$ cat config.mk
export PLATFORM = sky130hd
export DESIGN_NAME = ahb_slave_regbank
export DESIGN_NICKNAME = d
export VERILOG_FILES = /design/src/rtl/ahb_slave_regbank.sv
export SDC_FILE = /design/constraint.sdc
export NUM_CORES = 1
export LEC_CHECK = 0
export ABC_CLOCK_PERIOD_IN_PS = 2400
export BUFFER_PORTS_ARGS = -buffer_cell sky130_fd_sc_hd__buf_2
export CAP_MARGIN = 20
export CORE_MARGIN = 4
export CORE_UTILIZATION = 35
export DETAILED_ROUTE_END_ITERATION = 10
export PLACE_DENSITY_LB_ADDON = 0.05
export SYNTH_ARGS = -nofsm -noshare
export SYNTH_HDL_FRONTEND = slang
export SYNTH_SLANG_ARGS = --single-unit
$ cat constraint.sdc
create_clock -name Hclk -period 2.4 [get_ports Hclk]
set_input_delay 0 -clock Hclk [delete_from_list [all_inputs] [get_ports Hclk]]
set_output_delay 0 -clock Hclk [all_outputs]
set_load 0.02 [all_outputs]
$ cat src/rtl/ahb_slave_regbank.sv
// AHB-Lite responder exposing a window of 32-bit registers with configurable wait states.
// Out-of-window accesses get a two-cycle ERROR response; BUSY/IDLE transfers are ignored.
module ahb_slave_regbank #(
   parameter logic [31:0] BASE_ADDR   = 32'h8000_0000,
   parameter int unsigned NUM_REGS    = 8,
   parameter int unsigned WAIT_STATES = 1
) (
   input  logic        Hclk,
   input  logic        Hresetn,
   input  logic [1:0]  Htrans,
   input  logic        Hreadyin,
   input  logic        Hwrite,
   input  logic [31:0] Haddr,
   input  logic [31:0] HWdata,
   output logic [31:0] HRdata,
   output logic        Hreadyout,
   output logic [1:0]  Hresp
);

   localparam int unsigned IDX_W     = $clog2(NUM_REGS);
   localparam logic [31:0] WIN_BYTES = 32'(4 * NUM_REGS);
   localparam logic [2:0]  CNT_INIT  = (WAIT_STATES > 0) ? 3'(WAIT_STATES - 1) : 3'd0;

   typedef enum logic [2:0] {S_IDLE, S_WAIT, S_DATA, S_ERR1, S_ERR2} state_t;

   state_t             state, next_state;
   logic [31:0]        regs [NUM_REGS];
   logic [IDX_W-1:0]   idx_q, dec_idx, rd_idx;
   logic               write_q;
   logic [2:0]         cnt;
   logic [31:0]        off, rd_val;
   logic               in_win, accept, rd_load;

   always_comb begin
      off     = Haddr - BASE_ADDR;
      in_win  = off < WIN_BYTES;
      dec_idx = off[IDX_W+1:2];
      accept  = (state == S_IDLE || state == S_DATA || state == S_ERR2) && Hreadyin &&
                (Htrans == 2'b10 || Htrans == 2'b11);
   end

   always_comb begin
      next_state = state;
      rd_load    = 1'b0;
      rd_idx     = idx_q;
      case (state)
         S_WAIT: begin
            if (cnt == 3'd0) begin
               next_state = S_DATA;
               rd_load    = !write_q;
            end
         end
         S_ERR1: next_state = S_ERR2;
         default: begin
            next_state = S_IDLE;
            if (accept) begin
               if (!in_win) begin
                  next_state = S_ERR1;
               end else if (WAIT_STATES == 0) begin
                  next_state = S_DATA;
                  rd_load    = !Hwrite;
                  rd_idx     = dec_idx;
               end else begin
                  next_state = S_WAIT;
               end
            end
         end
      endcase
   end

   // A write leaving DATA commits on the same edge that loads a pipelined read; forward it.
   always_comb begin
      rd_val = regs[rd_idx];
      if (state == S_DATA && write_q && rd_idx == idx_q) rd_val = HWdata;
   end

   always_ff @(posedge Hclk or negedge Hresetn) begin
      if (!Hresetn) begin
         state     <= S_IDLE;
         cnt       <= '0;
         idx_q     <= '0;
         write_q   <= 1'b0;
         Hreadyout <= 1'b1;
         Hresp     <= 2'b00;
         HRdata    <= '0;
         for (int unsigned i = 0; i < NUM_REGS; i++) regs[i] <= '0;
      end else begin
         state     <= next_state;
         Hreadyout <= !(next_state == S_WAIT || next_state == S_ERR1);
         Hresp     <= (next_state == S_ERR1 || next_state == S_ERR2) ? 2'b01 : 2'b00;
         if (accept) begin
            idx_q   <= dec_idx;
            write_q <= Hwrite;
         end
         if (accept && in_win) cnt <= CNT_INIT;
         else if (state == S_WAIT && cnt != 3'd0) cnt <= cnt - 3'd1;
         if (state == S_DATA && write_q) regs[idx_q] <= HWdata;
         if (rd_load) HRdata <= rd_val;
      end
   end

endmodule

==> results.md <==
- Status: finished clean
- Synthesis Warnings: 0
- Setup bufs post-CTS: 0
- Fillers: 3572
- WHS Endpoint: Hreadyout
- Drt first pass iters: 4
- Via/cell ratio: between 4 and 5
- Sequential area share after synthesis: 0.5579
- I/O pin total: 105
- Startpoint types: primary input
- Netlist cell types: 41
- Least-Margin Pin Slew: 0.6239 ns
- Die ar.: 41650 sq um
- Final non-filler cell total: between 1500 and 2000
- Switching Share: 0.3299
- Starting Density: 0.3565
- Post-synth EDFFs: 0
- Final Hold Violating Endpoints: 0
- Clock Pin Slew Worst Setup and Hold Paths: approximately 0.050 ns
- WP data required: ~2.8 ns
- First-pass GRT wire length: between 50000 and 60000 um
- DRT iter0 DRCs: 291
- Vias: between 8000 and 9000
- Pin count of the biggest net entering global routing: 74
- Number of synthesized register bits: 300
- Slowest CP cell: dlygate4sd3_1
- Routed len/inst: 19.99 um
- Total negative setup slack: 0 ns
- Internal power: between 10 and 15 mW
- Max incr delay on CP: 0.61 ns
- Flop pwr share: 0.407
- Antenna violations before repair: 1
- Hpwl dp: ~21000 um
- Share of layout cells above drive strength 1: 0.3751
- Clk pwr share: 0.269
- Launch point of the worst hold path: Htrans[1]
- Critical R2R Launch: state[0]
- Top Family by Delay on Critical Path: buffers and inverters
- Final #Nets: about 1300
- Syn_nets: around 1100
- Clock root cell: clkbuf_16
- IO buf count: 100
- Critical path origin: Haddr[5]
- GP Congestion: 0.6996
- CTS Buf Count: 38
- PD cells: 1262 nW/um^2
- Die W: between 200 and 250 um
- CTS tree: done
- Placed insts: 1626
- Vias in the first global route: 9346
- Crit end category: flop
- Crit Path Max Fanout: 3
- Reg-to-reg endpoint: regs[250]
- Mapped Area: ~13000 sq um
- Commonest non-fill, non-tap cell in the layout: dfrtp_1
- HP Class: in2reg
- Die Ht: 204.1 um
- Fin crit share: 0.9029
- H-tree levels: 2
- Period minus WS final: around 2.2 ns
- Slew Viols, Final: 0
- Routed WL: 34790 um
- CORE AREA: around 38000 sq um
- Register-to-register setup slack: 0.42 ns
- # diodes: 0
- GR Util All Layers: 0.1720
- Critical path's most frequent cell: dlygate4sd3_1
- Crit path cell chain: dlygate4sd3_1 > buf_2 > nor4_1 > dlygate4sd3_1 > nand4_1 > dlygate4sd3_1 > nor4_2 > a211oi_1
- # DRC: 0
- # setup viols final: 0
- Top cell type's share of synthesized area: 0.5560
- Setup CP Type: in2reg
- Worst Path Arrival: 2.57 ns
- Asr flop ratio synth: 1.000
- Commonest non-fill, non-tap cells in the layout: dfrtp_1, mux2_2, nor2_1, buf_2, mux2i_1
- Unrepaired setup endpoints after global routing: no
- Post-synthesis cell count: 1036
- Buffers & Inverters on Critical Path: 4
- Worst hold stages: 3
- VDD IR max: 0.5932 mV
- Net Switching: 6.874 mW
- Syn Area/Cell: 12.99 sq um
- Row cnt: 71
- Clock skew: 0.01173 ns
- Worst R2R Path Depth: 5
- Worst slew margin: 0.5841
- Largest cells by area after synthesis: dfrtp_1, mux2_2, mux2i_1, nor2_1, mux2_1
- Post-synth top flop: dfrtp_1
- Area leader, netlist: dfrtp_1
- Worst skew pair latency: between 0.5 and 0.6 ns
- Fmax: 461.5 MHz
- Comb power frac: 0.324
- Area grow syn2layout: 22.72%
- Clock buffer depth: 3
- Clock sink count: 300
- Static leakage: 7.667 nW
- Max-cap viol count: 0
- Congestion Overflow GR: 0
- Post-DRT Antenna Nets: 0
## kinds of logic after synthesis
logic type,share of synthesized area
mux,0.2890
simple gates,0.04862
flops,0.5579
buf+inv,0.03486
fa+ha+maj,0.001859
xor+xnor,0.001302
compound gates,0.06620
other cells,0.0002786
## worst min-delay path, cell delays in order
cell     delay, ns
buf_2         0.08
and4b_1       0.37
nor2_1        0.11
## state kept, by name (all words and copies together) (netlist names)
name and cells:
idx_q 3, state 3, regs 256, cnt 3, Hresp 1, Hreadyout 1, HRdata 32, write_q 1
## power by group through the flow
| stage | registers (mW) | clock network, mW | logic (mW) |
|---|---|---|---|
| global route | 8.79 | 6.00 | 7.52 |
| floorplan | 8.44 | 0 | 4.67 |
| detailed placement | 8.57 | 0 | 6.84 |
| finish | 8.49 | 5.60 | 6.75 |
| global placement | 8.52 | 0 | 6.77 |
| CTS | 8.49 | 5.80 | 6.92 |
## metrics by stage
step / hold slack (ns) / instance area (sq um) / total power, mW / utilization / worst slack (ns)
floorplan: -0.2956 / 13460 / 13.11 / - / 0.6767
global placement: 0.03761 / 14820 / 15.28 / 0.3925 / 0.4114
detailed placement: 0.04634 / 14820 / 15.42 / 0.3925 / 0.3921
CTS: 0.01387 / 16510 / 21.21 / 0.4373 / 0.07298
global route: 0.08044 / 16520 / 22.30 / 0.4374 / 0.06184
finish: 0.03323 / 16520 / 20.84 / 0.4374 / 0.2331
## worst max-delay path by stage
stage / to / slack, ns / depth (start not counted)
after floorplan: regs[100] / 0.68 / 5
after global placement: regs[250] / 0.41 / 5
after detailed placement: regs[208] / 0.39 / 5
after CTS: cnt[1] / 0.07 / 8
after global routing: cnt[1] / 0.06 / 8
final: cnt[1] / 0.23 / 8
## cells in the mapped netlist (all sizes together), types with 2 or more instances
cell and n:
mux2 260, dfrtp 299, nand2b 3, nor4 6, inv 35, nand3 5
o221ai 31, nand3b 4, mux2i 96, o2bb2ai 31, nor3b 3, and2 2
nand2 7, nor2b 2, a21oi 34, buf 45, ha 2, clkbuf 24
nor2 101, o21ai 34, nor3 3
## per-layer routing
layer / global-route usage / vias up / share of wire
met5: 0 / - / 0.00037
met4: 0.04020 / 2 / 0.019
met3: 0.03332 / 48 / 0.030
met2: 0.2809 / 90 / 0.48
met1: 0.2388 / 4472 / 0.48
li1: - / 4060 / -
## final cells by class
class	count	area (sq um)	share of cell area
sequential	300	7520	0.4553
multi-input combinational	632	5527	0.3346
clock inverter	10	56.30	0.003409
timing repair buffer	193	1459	0.08833
inverter	35	131.4	0.007955
clock buffer	59	1184	0.07167
tap	511	639.4	0.03871
## what timing repair did
item                       in CTS  in global routing
hold endpoints to repair      503                  0
hold buffers                   45                  0
setup endpoints to repair       0                  3
gates resized for setup         0                  1
(Power assumes the default switching activity.)
